===== src/rtl/sia_receiver.sv =====
// ============================================================================
// Module   : sia_receiver
// Purpose  : SIA serial receive engine. Baud-timed over-sampling of rxd_i with
//            optional resync on data or receive-clock edges.
// Revision : 1.0 - initial release
// ============================================================================
`default_nettype none

module sia_receiver #(
  parameter int SHIFT_REG_WIDTH = 64,
  parameter int BAUD_RATE_WIDTH = 32,
  parameter int BITS_WIDTH      = 5
) (
  input  logic                       clk_i,
  input  logic                       reset_i,
  input  logic [BITS_WIDTH-1:0]      bits_i,
  input  logic [BAUD_RATE_WIDTH-1:0] baud_i,
  input  logic                       eedd_i,
  input  logic                       eedc_i,
  input  logic                       rxd_i,
  input  logic                       rxc_i,
  output logic [SHIFT_REG_WIDTH-1:0] dat_o,
  output logic                       idle_o,
  output logic                       sample_to
);

  logic                       rxd_meta_q, rxd_sync_q, rxd_prev_q;
  logic                       rxc_meta_q, rxc_sync_q, rxc_prev_q;
  logic [SHIFT_REG_WIDTH-1:0] dat_q, dat_d;
  logic [BAUD_RATE_WIDTH-1:0] timer_q, timer_d;
  logic [BITS_WIDTH-1:0]      bits_q, bits_d;
  logic                       sample_q, sample_d;

  logic rxd_fall, rxd_edge, rxc_rise, resync, idle;

  assign rxd_fall = rxd_prev_q & ~rxd_sync_q;
  assign rxd_edge = rxd_prev_q ^ rxd_sync_q;
  assign rxc_rise = ~rxc_prev_q & rxc_sync_q;
  assign resync   = (eedd_i & rxd_edge) | (eedc_i & rxc_rise);
  assign idle     = (bits_q == '0);

  always_ff @(posedge clk_i or posedge reset_i) begin
    if (reset_i) begin
      rxd_meta_q <= 1'b1;
      rxd_sync_q <= 1'b1;
      rxd_prev_q <= 1'b1;
      rxc_meta_q <= 1'b0;
      rxc_sync_q <= 1'b0;
      rxc_prev_q <= 1'b0;
      dat_q      <= '1;
      timer_q    <= '0;
      bits_q     <= '0;
      sample_q   <= 1'b0;
    end else begin
      rxd_meta_q <= rxd_i;
      rxd_sync_q <= rxd_meta_q;
      rxd_prev_q <= rxd_sync_q;
      rxc_meta_q <= rxc_i;
      rxc_sync_q <= rxc_meta_q;
      rxc_prev_q <= rxc_sync_q;
      dat_q      <= dat_d;
      timer_q    <= timer_d;
      bits_q     <= bits_d;
      sample_q   <= sample_d;
    end
  end

  always_comb begin
    dat_d    = dat_q;
    timer_d  = timer_q;
    bits_d   = bits_q;
    sample_d = 1'b0;
    if (idle) begin
      if (rxd_fall && (bits_i != '0)) begin
        bits_d  = bits_i;
        timer_d = baud_i >> 1;
      end
    end else begin
      if (timer_q == '0) begin
        sample_d = 1'b1;
        dat_d    = {rxd_sync_q, dat_q[SHIFT_REG_WIDTH-1:1]};
        bits_d   = bits_q - {{(BITS_WIDTH-1){1'b0}}, 1'b1};
        timer_d  = baud_i;
      end else begin
        timer_d  = timer_q - {{(BAUD_RATE_WIDTH-1){1'b0}}, 1'b1};
      end
      // A resync edge wins the timer reload even when a sample is taken.
      if (resync) begin
        timer_d = baud_i >> 1;
      end
    end
  end

  assign dat_o     = dat_q;
  assign idle_o    = idle;
  assign sample_to = sample_q;

endmodule

`default_nettype wire


===== config.mk =====
export PLATFORM = sky130hd
export DESIGN_NAME = sia_receiver
export DESIGN_NICKNAME = d
export VERILOG_FILES = /design/src/rtl/sia_receiver.sv
export SDC_FILE = /design/constraint.sdc
export NUM_CORES = 1
export LEC_CHECK = 0
export CORE_MARGIN = 3
export CORE_UTILIZATION = 56
export CTS_CLUSTER_DIAMETER = 100
export DETAILED_ROUTE_END_ITERATION = 6
export GPL_TIMING_DRIVEN = 0
export PLACE_DENSITY = 0.95
export SYNTH_ARGS = -nofsm -noshare
export SYNTH_HDL_FRONTEND = slang
export SYNTH_SLANG_ARGS = --single-unit

===== constraint.sdc =====
create_clock -name clk_i -period 5.1 [get_ports clk_i]
set_input_delay 0.51 -clock clk_i [delete_from_list [all_inputs] [get_ports clk_i]]
set_output_delay 0.51 -clock clk_i [all_outputs]
set_load 0.03 [all_outputs]

== After elaboration in Yosys (flattened, before gate mapping) ==
Cells that the tools add are included.
W data, S select, Z words.

* $add $sub $neg: 2
* Eq/ne operators: 1
* Muxes and demuxes: 9
* Bitwise gates (word level): 9
* Reduce and logical (&&, ||, !) cells: 7

{| class="wikitable"
|+ Operators by type and width
! kind !! number
|-
| $mux W32 || 4
|-
| $logic_not A32 Y1 || 1
|-
| $sub A32 B1 Y32 const B || 1
|-
| $mux W5 || 3
|-
| $logic_not A5 Y1 || 1
|-
| $reduce_bool A5 Y1 || 1
|-
| $sub A5 B1 Y5 const B || 1
|-
| $and A1 B1 Y1 || 4
|-
| $reduce_and A2 Y1 || 2
|-
| $not A1 Y1 || 3
|-
| $mux W1 || 2
|-
| $ne A2 B1 Y1 const B || 1
|-
| $reduce_bool A2 Y1 || 1
|-
| $logic_and A1 B1 Y1 || 1
|-
| $or A1 B1 Y1 || 1
|-
| $xor A1 B1 Y1 || 1
|}

* Register bits: 108
* Output and inout bits: 66
* Word-level logic and storage cells: 38

== Depth between registers and ports, before layout ==
Gate-level depths: netlist of the first run.

* Depth after elaboration: 6
* Mapped depth: 10

== Worst setup path after synthesis of the first run ==
No wires, ideal clock.

* Path type: register -> register
* Start point: register bits_q[0]
* End point: register timer_q[21]
* Setup time: 0.087 ns
* Arrival: 2.310 ns
* Path slack: 2.703 ns
* Stages on the path, launching flop included: 10
* Path buffers: 2
* Clock period less this slack: 2.397 ns
* Path through: dfrtp_1 inv_1 ha_1 or4b_2 clkbuf_1 and3_1 clkbuf_1 a21oi_1 a22oi_1 o211ai_1

* Cells in the longest elaborated chain, start to end: 2

{| class="wikitable"
|+ RTL lines
! item !! line !! RTL
|-
| start: declaration || 31 || <nowiki>logic [BITS_WIDTH-1:0] bits_q, bits_d;</nowiki>
|-
| start signal: assignment || 63 || <nowiki>bits_q <= bits_d;</nowiki>
|-
| $logic_not A5 Y1 * || 40 || <nowiki>assign idle = (bits_q == '0);</nowiki>
|-
| $ne A2 B1 Y1 (no line) / $mux W32 (equally long branches) || -- ||
|-
| end signal: assignment || 62 || <nowiki>timer_q <= timer_d;</nowiki>
|-
| end: declaration || 30 || <nowiki>logic [BAUD_RATE_WIDTH-1:0] timer_q, timer_d;</nowiki>
|}

Every way passes the cells marked *; elsewhere a longest branch is shown, timed or not.
A chain may end at the register's enable or synchronous reset.

== Final worst setup path of the first run ==
* Start point: register bits_q[0]
* End point: output port idle_o

* Cells in the longest elaborated chain, start to end: 1

{| class="wikitable"
|+ RTL lines
! item !! line !! RTL
|-
| $logic_not A5 Y1 || 40 ||
|-
| end: declaration || 23 || <nowiki>output logic idle_o,</nowiki>
|}

No other way between the ends.

==> summary.txt, run 1 <==
Yosys
  – Avg Cell Area, Syn: 11.4 µm²
  – Post-synthesis sequential area ratio: 0.511
  – Synthesized Nets: 524
  – Synth cell types: 59
  – Synthesized instance count: 477
  – Ys Warns: 0
  – Cell Area, Synth: 5460 µm²
  – Ys async rst share: 1.00
  – Post-synth EDFFs: 0
  – Post-synth top flop: dfstp_2
  – Yosys reg bits: 108

STA
  – Period utilization: 0.704
  – Final Skew: 0.00864 ns
  – Final Setup Violations: 0
  – Worst slew margin: 0.315
  – Measured slew at the worst slew-check pin: 1.03 ns
  – Max Fclk: 0.279 GHz
  – Final hold viol count: 0
  – Minimum clock period: 3.59 ns
  – RSZ-0062 raised after global routing: false
  – Slew Viols, Final: 0
  – Setup TNS: 0 ns

Floorplan
  – Initial Util: 0.582
  – Core area: 9370 µm²
  – Ports: 109
  – # rows: 35
  – Chip Height: 105 µm
  – Die W: 105 µm
  – Die Area: 11000 µm²

Routing
  – WL per Instance: 20.5 µm
  – Initial DRC count: 603
  – Vias: 4616
  – DRC violations left: 0
  – Number of routed nets with antenna violations: 0
  – Drt pass-1 iters: 5
  – Vias/cell: 6.31
  – Routed WL: 15.0 mm

Placement
  – Placed wire-length estimate: 10.6 mm
  – RePlAce Congestion: 0.915
  – Count of buffers from port buffering: 108

CTS
  – Total CTS buffers: 9
  – CTS Sinks: 108
  – CTS resizes: 0
  – H-tree levels: 3
  – CTS tree: done
  – Longest Clk Path Bufs: 2
  – Number of hold buffers added after cts: 0
  – Clock Latency Late Sink: 0.38 ns
  – Post-CTS setup buffers: 0
  – CTS Root Cell: clkbuf_8
  – Clk slew on worst S/H paths: 0.10 ns

Cells and area
  – Share of layout cells above drive strength 1: 0.291
  – Ant. Diodes: 0
  – NumNets Final: 644
  – Syn-to-layout area delta: 27.5%

Global routing
  – Vias in the first global route: 4711
  – Largest net degree at the start of global routing: 64
  – First-pass GRT wire length: 24.6 mm
  – Gr usage total: 0.277
  – Initial antenna violation count: 0
  – Grt ovf: 0

Pwr
  – Pwr/cell area: 279 nW/µm²
  – Pleak: 0.00277 µW
  – Switching part of the total power: 0.309
  – Combinational power share: 0.179
  – Pint: 1340 µW
  – Final Power: 1940 µW
  – Clk pwr share: 0.300
  – Share of total power in sequential cells: 0.521
  – Net Switching: 599 µW
  – Maximum VDD drop: 0.242 mV

Critical path
  – Crit path arrival time: 3.08 ns
  – Kind of critical path: register to output port
  – Crit path from: bits_q[0]
  – R2r startpoint: bits_q[0]
  – Worst EP required: 4.59 ns
  – R2R Setup Slk: 1.96 ns
  – Worst Setup EP: idle_o
  – Reg2Reg Capture Point: timer_q[12]
  – Worst Setup Start Kind: register
  – Critical path fanouts, max: 10
  – CP endpoint kind: output port
  – Reg2Reg Depth: 9

Min path
  – Hold Crit Class: register to register

Outcome
  – Status: complete, no violations

Job
  – Max-cap viol count: 0
power groups by stage:
| stage | combinational [µW] | clock, µW | sequential [µW] |
|---|---|---|---|
| detailed placement | 333 | 0 | 1020 |
| CTS | 340 | 590 | 1000 |
| floorplan | 229 | 0 | 994 |
| global route | 378 | 625 | 1020 |
| global placement | 312 | 0 | 1010 |
| finish | 348 | 581 | 1010 |
worst min path at each step:
| stage | from | slack (ns) | to | cells after the start |
|---|---|---|---|---|
| after CTS | rxd_meta_q | 0.37 | rxd_sync_q | 0 |
| after global routing | rxc_meta_q | 0.37 | rxc_sync_q | 0 |
| final | rxd_meta_q | 0.36 | rxd_sync_q | 0 |
| after detailed placement | rxc_meta_q | 0.35 | rxc_sync_q | 0 |
| after floorplan | rxc_meta_q | 0.33 | rxc_sync_q | 0 |
| after global placement | rxc_meta_q | 0.34 | rxc_sync_q | 0 |
cells by family (layout without fill, tap and decap cells):
group,after synthesis,count (layout),share of synthesized area
AND/OR/NAND/NOR,132,132,0.136
multiplexers,72,72,0.147
XOR/XNOR,17,17,0.0273
flip-flops,108,108,0.511
buffers and inverters,39,164,0.0374
adder cells (fa/ha/maj),4,4,0.00917
AO/OA/AOI/OAI,105,105,0.132
stage by stage:
stage,utilization,instance area (µm²),instances,hold WS (ns),setup slack (ns)
3_3_place_gp,0.715,6700,714,0.336,0.482
3_5_place_dp,0.718,6730,715,0.346,1.68
6_report,0.742,6960,731,0.360,1.51
2_1_floorplan,-,5460,477,0.331,1.86
5_1_grt,0.742,6960,731,0.372,1.41
4_1_cts,0.742,6960,731,0.367,1.55
cells in the final DEF (no fill, tap or decap), types with 10 or more instances in the layout:
cell             netlist  layout
mux2_2                63      63
o211ai_1              12      12
clkdlybuf4s50_1        0     108
xnor2_1               13      13
dfstp_2               67      67
clkbuf_1              12      13
nor3_1                16      16
nor2_1                23      23
dfrtp_1               41      41
nand2_1               23      23
buf_2                 10      10
nand3_1               18      18
o21ai_0               26      26
a22oi_1               10      10
worst max-delay path, stage by stage (launching register included):
cell and delay (ns):
dfrtp_1 0.42, inv_1 0.10, ha_1 0.19, or4b_2 0.59, clkbuf_1 0.22, inv_1 0.18
buf_2 0.29, clkdlybuf4s50_1 0.72
routing by layer:
| metal | wire length (µm) | GRT usage | up-vias | part of all wire |
|---|---|---|---|---|
| met5 | 0 | 0 | - | 0 |
| met4 | 512 | 0.0947 | 0 | 0.034 |
| met3 | 1370 | 0.0636 | 64 | 0.091 |
| met2 | 7490 | 0.463 | 315 | 0.50 |
| met1 | 5600 | 0.357 | 2206 | 0.37 |
| li1 | - | - | 2031 | - |
layout make-up:
class	count	area (µm²)
Sequential cell	108	2790
Multi-Input combinational cell	330	2460
Fill cell	636	2420
Timing Repair Buffer	109	1110
Buffer	28	163
Tap cell	129	161
Clock buffer	11	153
Clock inverter	5	75.1
Inverter	11	43.8
synth_stat cells (12+ instances only):
cell / count / area (µm²)
clkbuf_1: 12 / 45.0
dfrtp_1: 41 / 1030
dfstp_2: 67 / 1760
mux2_2: 63 / 709
nand2_1: 23 / 86.3
nand3_1: 18 / 90.1
nor2_1: 23 / 86.3
nor3_1: 16 / 80.1
o211ai_1: 12 / 90.1
o21ai_0: 26 / 130
xnor2_1: 13 / 114
sequential cells by signal, indices dropped and copies added, names as in the netlist:
signal / count
rxc_prev_q: 1
rxd_meta_q: 1
timer_q: 32
sample_to: 1
dat_o: 64
rxc_sync_q: 1
rxd_sync_q: 1
bits_q: 5
rxc_meta_q: 1
rxd_prev_q: 1
Power figures use the tool's default switching activity.
==> run 2: changes to the inputs <==
- CORE_UTILIZATION: 56 -> 52
- PLACE_DENSITY: 0.95 -> 0.9
- clock period: 5.1 -> 3.44 ns (I/O delays scaled with it)
==> summary.txt, run 2 (same netlist as run 1, synthesis figures left out) <==
Critical path
  – Worst Setup Start Kind: register
  – R2R Setup Slk: 0.40 ns (-1.56 ns)
  – Crit-path max cell delay: 0.78 ns (+0.06 ns)
  – Crit path arrival time: 3.34 ns (+0.26 ns)
  – Cell Chain, Critical Path: inv_1, ha_1, or4b_2, clkbuf_1, and3_1, clkbuf_1, a21oi_1, a22oi_1, o211ai_1
  – R2r startpoint: bits_q[0]
  – Reg2Reg Depth: 9 (unchanged)
  – Kind of critical path: register to register
  – Worst EP required: 3.74 ns (-0.85 ns)
  – Family with the most delay on the worst path: compound AO/OA/AOI/OAI gates
  – CP endpoint kind: register
  – Most used cell, CP: clkbuf_1
  – WP buf/inv: 3 (-2)
  – CP max-delay cell: a21oi_1
  – Critical path fanouts, max: 10 (unchanged)
  – Reg2Reg Capture Point: timer_q[23]

STA
  – Final Skew: 0.0134 ns (+0.00477 ns)
  – Period utilization: 0.884
  – Measured slew at the worst slew-check pin: 0.942 ns (-0.0862 ns)
  – Final hold viol count: 0 (unchanged)
  – RSZ-0062 raised after global routing: false
  – Setup TNS: 0 ns (unchanged)
  – Max Fclk: 0.329 GHz
  – Final Setup Violations: 0 (unchanged)
  – WHS: 0.356 ns (-0.00412 ns)
  – Worst slew margin: 0.372 (+0.0574)
  – Slew Viols, Final: 0 (unchanged)
  – Final worst slack: 0.400 ns (-1.11 ns)
  – Minimum clock period: 3.04 ns

Routing
  – Routed WL: 14.5 mm (-3.1%)
  – DRC violations left: 0 (unchanged)
  – Initial DRC count: 444 (-26%)
  – Vias: 4528 (-1.9%)
  – Drt pass-1 iters: 6 (+1)
  – Vias/cell: 6.16 (-2.4%)
  – WL per Instance: 19.7 µm (-3.6%)
  – Number of routed nets with antenna violations: 0 (unchanged)

Floorplan
  – Core area: 10000 µm² (+6.7%)
  – Initial Util: 0.546 (-0.0366)
  – Die W: 108 µm (+3.6%)
  – Die Area: 11800 µm² (+7.2%)
  – Chip Height: 108 µm (+3.6%)
  – Ports: 109 (unchanged)
  – # rows: 36 (+2.9%)

Global routing
  – Vias in the first global route: 4509 (-4.3%)
  – First-pass GRT wire length: 23.3 mm (-5.3%)
  – Largest net degree at the start of global routing: 65 (+1.6%)
  – Grt ovf: 0 (unchanged)
  – Initial antenna violation count: 0 (unchanged)
  – Gr usage total: 0.254 (-0.0230)

Cells and area
  – NumNets Final: 644 (unchanged)
  – Highest-count cells in the layout ignoring fill and taps: clkdlybuf4s50_1, dfstp_2, mux2_2, dfrtp_1, o21ai_0
  – Fill count: 736 (+16%)
  – Footprint of the multi-input gates: 2460 µm² (unchanged)
  – Ant. Diodes: 0 (unchanged)
  – Storage element area: 2790 µm² (unchanged)
  – Syn-to-layout area delta: 27.2%
  – Post-route cell area: 6940 µm² (-0.22%)
  – Commonest non-fill, non-tap cell in the layout: clkdlybuf4s50_1
  – Max FFs per register: 64 (unchanged)
  – Share of layout cells above drive strength 1: 0.292 (+0.00166)

CTS
  – Number of hold buffers added after cts: 0 (unchanged)
  – Longest Clk Path Bufs: 2 (unchanged)
  – CTS Sinks: 108 (unchanged)
  – H-tree levels: 3 (unchanged)
  – CTS tree: done
  – Total CTS buffers: 9 (unchanged)
  – CTS Root Cell: clkbuf_8
  – Clk slew on worst S/H paths: 0.11 ns (about the same)
  – Clock Latency Late Sink: 0.39 ns (about the same)

Placement
  – Placed wire-length estimate: 10.4 mm (-2.2%)
  – Dpl ws: 0.205 ns (-1.47 ns)
  – Placed cell area: 6730 µm² (about the same)
  – RePlAce Congestion: 0.937 (+2.5%)
  – Count of buffers from port buffering: 108 (unchanged)

Outcome
  – Status: complete, no violations

Pwr
  – Final Power: 2780 µW (+44%)
  – Pwr/cell area: 401 nW/µm² (+44%)
  – Pleak: 0.00277 µW (+0.28%)
  – Maximum VDD drop: 0.224 mV (-7.4%)

Job
  – Max-cap viol count: 0 (unchanged)

Min path
  – Hold Crit Class: register to register
  – HP Start: rxd_meta_q
  – Hold worst-path end: rxd_sync_q
  – Hold Path Stages: 0 (unchanged)
run 2: worst max path at each step:
stage	startpoint	endpoint	slack, ns	cells past startpoint
5_1_grt	bits_q[0]	timer_q[23]	0.14	9
3_5_place_dp	bits_i[2]	timer_q[22]	0.21	7
3_3_place_gp	reset_i	timer_q[10]	-1.08	2
2_1_floorplan	reset_i	bits_q[0]	0.36	1
6_report	bits_q[0]	timer_q[23]	0.40	9
4_1_cts	bits_q[0]	idle_o	0.07	7
run 2: timing repair:
action,in CTS,in global routing
endpoints found under the setup margin,0,1
hold endpoints to repair,0,0
buffers inserted,0,0
gates resized for setup,0,1
run 2: per-stage QoR:
stage / utilization / instances
global route: 0.694 / 735
global placement: 0.670 / 718
floorplan: - / 477
detailed placement: 0.673 / 719
CTS: 0.694 / 735
finish: 0.694 / 735
run 2: routing by layer:
| layer | wire, µm | global-route usage | vias up |
|---|---|---|---|
| met4 | 372 | 0.0992 | 0 |
| met1 | 5800 | 0.337 | 2234 |
| met5 | 0 | 0 | - |
| met3 | 1060 | 0.0507 | 41 |
| met2 | 7280 | 0.412 | 218 |
| li1 | - | - | 2035 |
run 2: layout make-up:
class,count,area share
Buffer,28,0.0234
Multi-Input combinational cell,330,0.355
Inverter,11,0.00631
Clock buffer,10,0.0198
Timing Repair Buffer,109,0.160
Sequential cell,108,0.401
Clock inverter,6,0.00973
Tap cell,133,0.0240
run 2: power breakdown:
| group | switching (µW) | internal [µW] | total [µW] |
|---|---|---|---|
| logic | 278 | 226 | 504 |
| registers | 132 | 1360 | 1490 |
| clock network | 480 | 305 | 785 |
| total | 890 | 1890 | 2780 |
run 2: worst register-to-register path, cell delays in order (launching register included):
cell and delay, ns:
dfrtp_1 0.43, inv_1 0.09, ha_1 0.18, or4b_2 0.58, clkbuf_1 0.21, and3_1 0.19, clkbuf_1 0.21, a21oi_1 0.78
a22oi_1 0.15, o211ai_1 0.14
==> run 3: changes to the inputs <==
- SLEW_MARGIN: not set -> 20
==> summary.txt, run 3 (same netlist as run 1, synthesis figures left out) <==
Routing
  – Initial DRC count: 366 (-18%)
  – DRC violations left: 0 (unchanged)
  – Number of routed nets with antenna violations: 0 (unchanged)
  – Routed WL: 14.6 mm (+0.50%)
  – Drt pass-1 iters: 5 (-1)
  – Vias: 4547 (+0.42%)
  – Vias/cell: 6.19 (+0.42%)
  – WL per Instance: 19.8 µm (+0.50%)

Global routing
  – First-pass GRT wire length: 23.4 mm (+0.62%)
  – Largest net degree at the start of global routing: 81 (+25%)
  – Gr usage total: 0.255 (+0.000890)
  – Grt ovf: 0 (unchanged)
  – Initial antenna violation count: 1 (+1)
  – Vias in the first global route: 4490 (-0.42%)

STA
  – Period utilization: 0.887 (+0.00330)
  – Final hold viol count: 0 (unchanged)
  – Slew Viols, Final: 0 (unchanged)
  – Final Setup Violations: 0 (unchanged)
  – WHS: 0.346 ns (-0.0103 ns)
  – Final worst slack: 0.389 ns (-0.0113 ns)
  – Final Skew: 0.0136 ns (+0.000169 ns)
  – Max Fclk: 0.328 GHz (-0.37%)
  – Worst slew margin: 0.400 (+0.0277)
  – Measured slew at the worst slew-check pin: 0.900 ns (-0.0415 ns)
  – RSZ-0062 raised after global routing: false
  – Minimum clock period: 3.05 ns (+0.0113 ns)

Critical path
  – Critical path fanouts, max: 10 (unchanged)
  – Crit path arrival time: 2.71 ns (-0.63 ns)
  – CP endpoint kind: output port
  – Kind of critical path: register to output port
  – Worst EP required: 3.10 ns (-0.64 ns)
  – Worst Setup Start Kind: register

Pwr
  – Pwr/cell area: 402 nW/µm² (+0.16%)
  – Maximum VDD drop: 0.214 mV (-4.6%)
  – Pleak: 0.00278 µW (about the same)

Placement
  – RePlAce Congestion: 0.937 (unchanged)
  – Dpl ws: 0.202 ns (-0.00310 ns)
  – Placed wire-length estimate: 10.3 mm (-0.87%)
  – Placed cell area: 6740 µm² (about the same)
  – Count of buffers from port buffering: 108 (unchanged)

Cells and area
  – Share of layout cells above drive strength 1: 0.292 (unchanged)
  – Post-route cell area: 6950 µm² (+0.18%)
  – Commonest non-fill, non-tap cell in the layout: clkdlybuf4s50_1
  – Max FFs per register: 64 (unchanged)
  – Highest-count cells in the layout ignoring fill and taps: clkdlybuf4s50_1, dfstp_2, mux2_2, dfrtp_1, o21ai_0
  – NumNets Final: 644 (unchanged)
  – Fill count: 732 (-0.54%)
  – Ant. Diodes: 0 (unchanged)
  – Post-Route Utilization: 0.695 (+0.00125)
  – Syn-to-layout area delta: 27.5%

CTS
  – Longest Clk Path Bufs: 2 (unchanged)
  – CTS Sinks: 108 (unchanged)
  – H-tree levels: 3 (unchanged)
  – Total CTS buffers: 9 (unchanged)
  – CTS tree: done
  – Post-CTS setup buffers: 0 (unchanged)
  – Clk slew on worst S/H paths: 0.12 ns (about the same)
  – CTS Root Cell: clkbuf_8
  – Clock Latency Late Sink: 0.39 ns (about the same)

Floorplan
  – Initial Util: 0.546 (unchanged)
  – Ports: 109 (unchanged)
  – Core area: 10000 µm² (unchanged)
  – # rows: 36 (unchanged)
  – Die W: 108 µm (unchanged)
  – Die Area: 11800 µm² (unchanged)
  – Chip Height: 108 µm (unchanged)

Outcome
  – Status: complete, no violations

Min path
  – Hold Crit Class: primary input to register

Job
  – Max-cap viol count: 0 (unchanged)
## run 3: changes by cell type in the layout (fill, tap and decap cells not counted), sizes merged
cell    change
clkbuf      -1
clkinv      +1
## run 3: where the power goes
group	leakage (µW)	switching (µW)	total, µW	internal, µW
combinational	0.00148	273	498	226
clock	0.000106	504	802	298
sequential	0.00119	130	1490	1360
## run 3: critical path, stage by stage, from the launching register on
cell            delay (ns)
dfrtp_1               0.43
inv_1                 0.09
ha_1                  0.19
or4b_2                0.58
clkbuf_1              0.23
inv_1                 0.18
buf_2                 0.29
dlymetal6s2s_1        0.34
## run 3: final timing paths
| check | start | end | slack, ns | cells past startpoint |
|---|---|---|---|---|
| setup / recovery | bits_q[0] | idle_o | 0.39 | 7 |
| max in group asynchronous | reset_i | dat_o[18] | 2.44 | 3 |
| setup reg to reg | bits_q[0] | timer_q[7] | 0.40 | 9 |
| hold reg to reg | rxd_meta_q | rxd_sync_q | 0.36 | 0 |
| hold / removal | rxd_i | rxd_meta_q | 0.35 | 1 |
| min in group asynchronous | reset_i | dat_o[29] | 0.54 | 2 |
## run 3: what timing repair did
action,in CTS,in global routing
endpoints found under the setup margin,0,1
hold buffers,0,0
gates resized for setup,0,1
## run 3: layout make-up
cell class / count / area (µm²) / share of cell area
sequential: 108 / 2790 / 0.401
multi-input combinational: 330 / 2460 / 0.355
timing repair buffer: 109 / 1110 / 0.160
tap: 133 / 166 / 0.0239
buffer: 28 / 163 / 0.0234
clock buffer: 9 / 124 / 0.0178
clock inverter: 7 / 91.3 / 0.0131
inverter: 11 / 46.3 / 0.00666
## run 3: per-stage QoR
| stage | TNS (ns) | total power, µW | cells |
|---|---|---|---|
| after CTS | 0 | 2790 | 735 |
| after detailed placement | 0 | 1990 | 719 |
| after global routing | 0 | 2940 | 735 |
| final | 0 | 2790 | 735 |
| after floorplan | 0 | 1810 | 477 |
| after global placement | -47.35 | 1960 | 718 |
## run 3: metal layers
layer  track usage  routed length, µm  vias to the layer above
li1              -                  -                     2041
met1         0.347               5850                     2224
met2         0.407               7220                      236
met3        0.0513               1100                       44
met4        0.0902                397                        2
met5             0                 13                        -
==> edit 1, RTL diff (flow settings as in run 2) <==
The parameter `BITS_WIDTH` goes from 5 to 4.
--- a/src/rtl/sia_receiver.sv
+++ b/src/rtl/sia_receiver.sv
@@ -9,7 +9,7 @@
 module sia_receiver #(
   parameter int SHIFT_REG_WIDTH = 64,
   parameter int BAUD_RATE_WIDTH = 32,
-  parameter int BITS_WIDTH      = 5
+  parameter int BITS_WIDTH      = 4
 ) (
   input  logic                       clk_i,
   input  logic                       reset_i,
Ports: changed (resized bits_i); port bits go from 109 to 108. No check against the original RTL was run, so the function may have changed too.
==> edit 1 against run 2 <==
Sequential share of layout area is 0.67 points higher. Power decreased by 5.1%. Cell area down 2.5%. Setup slack lost 0.24 ns. Sequential cell count shrank 1. Final cell count up 16%. Clock skew increased by 0.0016 ns. Count of clock-buffer cells in the layout increased by 1. Area after synthesis decreased by 2.4%. Global-route usage is 0.35 points lower. Wire length shrank 3.6%.
==> edit 1: results (changes against run 2) <==
status=finished, final reports clean; drt via density=5.79 (-6.0%); fillcell total=757 (+2.9%); overall routing resource usage=25.1% (-0.35 points); top routing layer used=met4; R2R Path End=timer_q[9]; Mapped Nets=642 (+23%); Post-synth ARST share=100% (unchanged); CTS buffer count=9 (unchanged); Clock Latency Late Sink=0.37 ns (-0.02 ns); Leak=2.78 nW (+0.33%); largest net degree at the start of global routing=67 (+3.1%); r2r setup slk=0.16 ns (-0.24 ns); placed inst area=6590 um^2 (-2.2%); met2 wire length=6920 um (-4.9%); placed cells=837 (+16%); HPWL after DPL=10200 um (-2.0%); CTS clk-pin slew, worst paths=0.10 ns; Slew headroom=39.3% (+2.1 points); DRT Pass-1 Iters=5 (-1); top cells by count, synth=nand2_1, dfstp_2, dfrtp_1; Clock Path Buffers=2 (unchanged); Reg2Reg Launch Point=timer_q[1]; layout cells sized above 1=16.1% (-13 points); syn_area_per_cell=8.93 um^2 (-22%); max FFs per register=64 (unchanged); initial drt markers=519 (+17%); CTS Root Buffer Type=clkbuf_8; gpl congestion=0.905 (-3.5%); top_reg_cell synth=dfstp_2; maximum fanout along the worst path=10 (unchanged); Seq/Total Area, Yosys=51.9% (+0.78 points); antenna violations before repair=0 (unchanged); WHS Path Cells=0 (unchanged); maximum VDD drop=0.288 mV (+28%); cell count of the worst reg-to-reg path=9 (unchanged); diodes inserted=0 (unchanged); via count=4939 (+9.1%); hold_sp=rxc_meta_q; vias in the first global route=4745 (+5.2%); synth unique cells=55 (-6.8%); H-tree level count=3 (unchanged); Final nets=761 (+18%); Worst Hold End=rxc_sync_q; CP arrival=3.51 ns (+0.17 ns); Routed WL=14000 um (-3.6%); P&R area growth vs syn=27.0%; Clock Skew=0.0150 ns (+0.00159 ns); DRT met1 WL=5810 um (+0.24%); count of input and output buffers=107 (-0.93%); routed length on met3=944 um (-11%); synth warn=0 (unchanged); Hold WC Path Type=reg2reg; first-pass GRT wire length=23200 um (-0.36%); largest cells by area after synthesis=dfstp_2, dfrtp_1, nand2_1, o21ai_0, xnor2_1; Setup Buffers After CTS=0 (unchanged)
-- edit 1: stage by stage --
step	setup WS (ns)	hold slack [ns]	total power [mW]
finish	0.162	0.357	2.64
global route	0.0719	0.362	2.78
detailed placement	0.199	0.336	1.93
floorplan	0.390	0.331	1.76
global placement	-1.03	0.335	1.90
CTS	0.192	0.359	2.65
-- edit 1: critical path: stages, from the launching register on --
cell and delay (ns):
dfrtp_1 0.44, inv_1 0.12, ha_1 0.14, nor4b_1 0.70
nand4_1 0.42, or4_4 0.53, buf_6 0.15, clkbuf_1 0.25
o21ai_0 0.29, o21ai_0 0.12
-- edit 1: worst max path at each step --
stage	startpoint	end	slack (ns)
finish	timer_q[1]	timer_q[9]	0.16
CTS	bits_q[0]	timer_q[13]	0.19
global route	timer_q[0]	bits_q[3]	0.07
global placement	reset_i	timer_q[7]	-1.03
floorplan	reset_i	bits_q[0]	0.39
detailed placement	bits_q[0]	timer_q[13]	0.20
-- edit 1: area by class of cell --
class / instances / area (um^2) / share of cell area [%]
clock inverters: 5 / 46.3 / 0.684
well taps: 133 / 166 / 2.46
clock buffers: 11 / 131 / 1.94
repair buffers: 108 / 1090 / 16.1
multi-input cells: 445 / 2350 / 34.7
inverters: 8 / 32.5 / 0.481
flip-flops and latches: 107 / 2760 / 40.8
plain buffers: 36 / 186 / 2.76
-- edit 1: logic make-up after synthesis --
kind of cell | share of synthesized area [%]
simple gates | 25.1
compound gates | 14.6
flops | 51.9
buf+inv | 4.06
xor+xnor | 2.80
fa+ha+maj | 0.940
mux | 0.587
-- edit 1: what timing repair did --
item | CTS | global route
gates resized for setup | 0 | 1
endpoints found under the setup margin | 0 | 8
hold buffers | 0 | 0
endpoints found under the hold margin | 0 | 0
-- edit 1: layer usage --
| layer | global-route usage [%] | vias to the layer above |
|---|---|---|
| met2 | 41.4 | 252 |
| met3 | 3.31 | 33 |
| met4 | 9.50 | 0 |
| li1 | - | 2297 |
| met1 | 33.7 | 2357 |
| met5 | 0 | - |
-- edit 1: power by group --
part / leakage [nW] / switching, mW / internal, mW
Combinational: 1.53 / 0.265 / 0.210
Clock: 0.0900 / 0.440 / 0.276
Sequential: 1.17 / 0.103 / 1.35
Total: 2.78 / 0.808 / 1.83
==> edit 2, RTL diff (config.mk and constraints of run 2) <==
Made on the original files. Make the reset (`reset_i`) synchronous in one clocked block.
--- a/src/rtl/sia_receiver.sv
+++ b/src/rtl/sia_receiver.sv
@@ -39,7 +39,7 @@
   assign resync   = (eedd_i & rxd_edge) | (eedc_i & rxc_rise);
   assign idle     = (bits_q == '0);
 
-  always_ff @(posedge clk_i or posedge reset_i) begin
+  always_ff @(posedge clk_i) begin
     if (reset_i) begin
       rxd_meta_q <= 1'b1;
       rxd_sync_q <= 1'b1;
Formal check against the unedited RTL: differs if reset_i is asserted again (counterexample within 4 cycles, from zero or initial values and one cycle with reset_i high); with reset_i held inactive, the same outputs for 10 cycles.
==> edit 2 against run 2 <==
Area after synthesis decreased by 1.9%. Clock skew increased by 0.0022 ns. Final cell count increased by 23%. Wire length increased by 7.0%. Sequential cell count unchanged. Highest routed layer unchanged. Count of clock-buffer cells in the layout decreased by 1. Setup slack improved by 0.090 ns. First-iteration DRC count increased by 37%. Critical path type is now reg2out. Cell area decreased by 2.3%.
Power is not compared: it rests on default switching activity, and its combinational part moved more than twofold at a synthesized area within 25%.
==> edit 2: results (changes against run 2) <==
first-pass GRT wire length=25300 um (+8.7%); CTS buffer count=9 (unchanged); setup slack after placement=0.690 ns (+0.485 ns); diodes inserted=0 (unchanged); largest cells by area after synthesis=dfxtp_1, nand2_1, nand3b_1, nor3_1, nor4_1; drt via density=6.12 (-0.62%); placed cells=890 (+24%); M2 GR Usage=43.2% (+1.9 points); Clock Latency Late Sink=0.38 ns; gpl congestion=0.946 (+0.90%); antenna violations before repair=0 (unchanged); crit-path max cell delay=0.70 ns (-0.08 ns); maximum fanout along the worst path=10 (unchanged); H-tree level count=3 (unchanged); CP arrival=2.61 ns (-0.73 ns); Hold WC Path Type=reg2reg; Leak=between 2 and 3 nW; largest net degree at the start of global routing=20 (-69%); Mapped Nets=696 (+33%); placed inst area=6600 um^2 (-2.0%); Post-synth ARST share=0% (-100 points); EDFF count, synth=0 (unchanged); vias in the first global route=5268 (+17%); Yosys top cell by area=dfxtp_1; maximum VDD drop=0.339 mV; count of input and output buffers=108 (unchanged); CTS Root Buffer Type=clkbuf_8; initial drt markers=609 (+37%); Final nets=815 (+27%); Clock Skew=0.0156 ns (+0.00221 ns); max FFs per register=64 (unchanged); Core Util, Final=68.5% (-0.95 points); fillcell total=793 (+7.7%); layout cells sized above 1=7.77% (-21 points); top cells by count, synth=nand2_1, dfxtp_1, nand3b_1; Slew headroom=44.1% (+6.9 points); Crit-path slowest cell=clkdlybuf4s50_1; Routed WL=15500 um (+7.0%); status=finished, final reports clean; DRT Pass-1 Iters=5 (-1); synth warn=0 (unchanged); met3 usage=3.96% (-1.1 points); Setup Buffers After CTS=0 (unchanged); CTS-repair resized insts=0 (unchanged); CTS clk-pin slew, worst paths=0.11 ns (about the same); overall routing resource usage=27.0% (+1.6 points); Seq/Total Area, Yosys=40.4% (-11 points); synth unique cells=63 (+6.8%); HPWL after DPL=11400 um (+9.7%); Clock Path Buffers=2 (unchanged); M1 GR Usage=35.8% (+2.1 points); syn_area_per_cell=8.25 um^2 (-28%); Wirelength per Cell=17.2 um (-13%)
edit 2: routing by layer:
| layer | share of wire, % | vias to the layer above |
|---|---|---|
| li1 | - | 2586 |
| met1 | 41 | 2588 |
| met2 | 47 | 307 |
| met3 | 8.5 | 60 |
| met4 | 3.8 | 0 |
| met5 | 0 | - |
edit 2: path summary, 6_finish.rpt:
check             startpoint          end  slack (ns)  depth (start not counted)
hold reg to reg   rxd_meta_q   rxd_sync_q        0.43                          1
setup reg to reg   bits_q[0]  timer_q[30]        0.78                         10
hold / removal    rxd_meta_q   rxd_sync_q        0.43                          1
setup / recovery   bits_q[0]       idle_o        0.49                          7
edit 2: final cells by class:
class	count	share of cell area (%)
Multi-Input combinational cell	477	42.8
Sequential cell	108	31.9
Timing Repair Buffer	108	15.9
Buffer	54	3.71
Tap cell	133	2.45
Clock buffer	9	1.83
Clock inverter	6	0.867
Inverter	10	0.553
edit 2: cell families (layout without fill, tap and decap cells):
logic type | after synthesis | count (layout) | synth area share [%]
AND/OR/NAND/NOR | 333 | 333 | 33.7
AO/OA/AOI/OAI | 127 | 127 | 17.4
flip-flops | 108 | 108 | 40.4
buffers and inverters | 64 | 187 | 5.40
XOR/XNOR | 12 | 12 | 1.96
adder cells (fa/ha/maj) | 4 | 4 | 0.935
multiplexers | 1 | 1 | 0.187
edit 2: worst max-delay path: cells and delay by family (launching register included):
kind                     cells  cell delay (ns)
buffers and inverters        5             1.24
AND/OR/NAND/NOR              1             0.44
flip-flops                   1             0.36
adder cells (fa/ha/maj)      1             0.20
edit 2: where the power goes:
part | total [mW] | leakage, nW | switching [mW] | internal (mW)
Clock | 0.743 | 0.0943 | 0.468 | 0.275
Sequential | 1.52 | 0.879 | 0.148 | 1.37
Combinational | 1.60 | 1.77 | 0.972 | 0.624
Total | 3.86 | 2.75 | 1.59 | 2.27
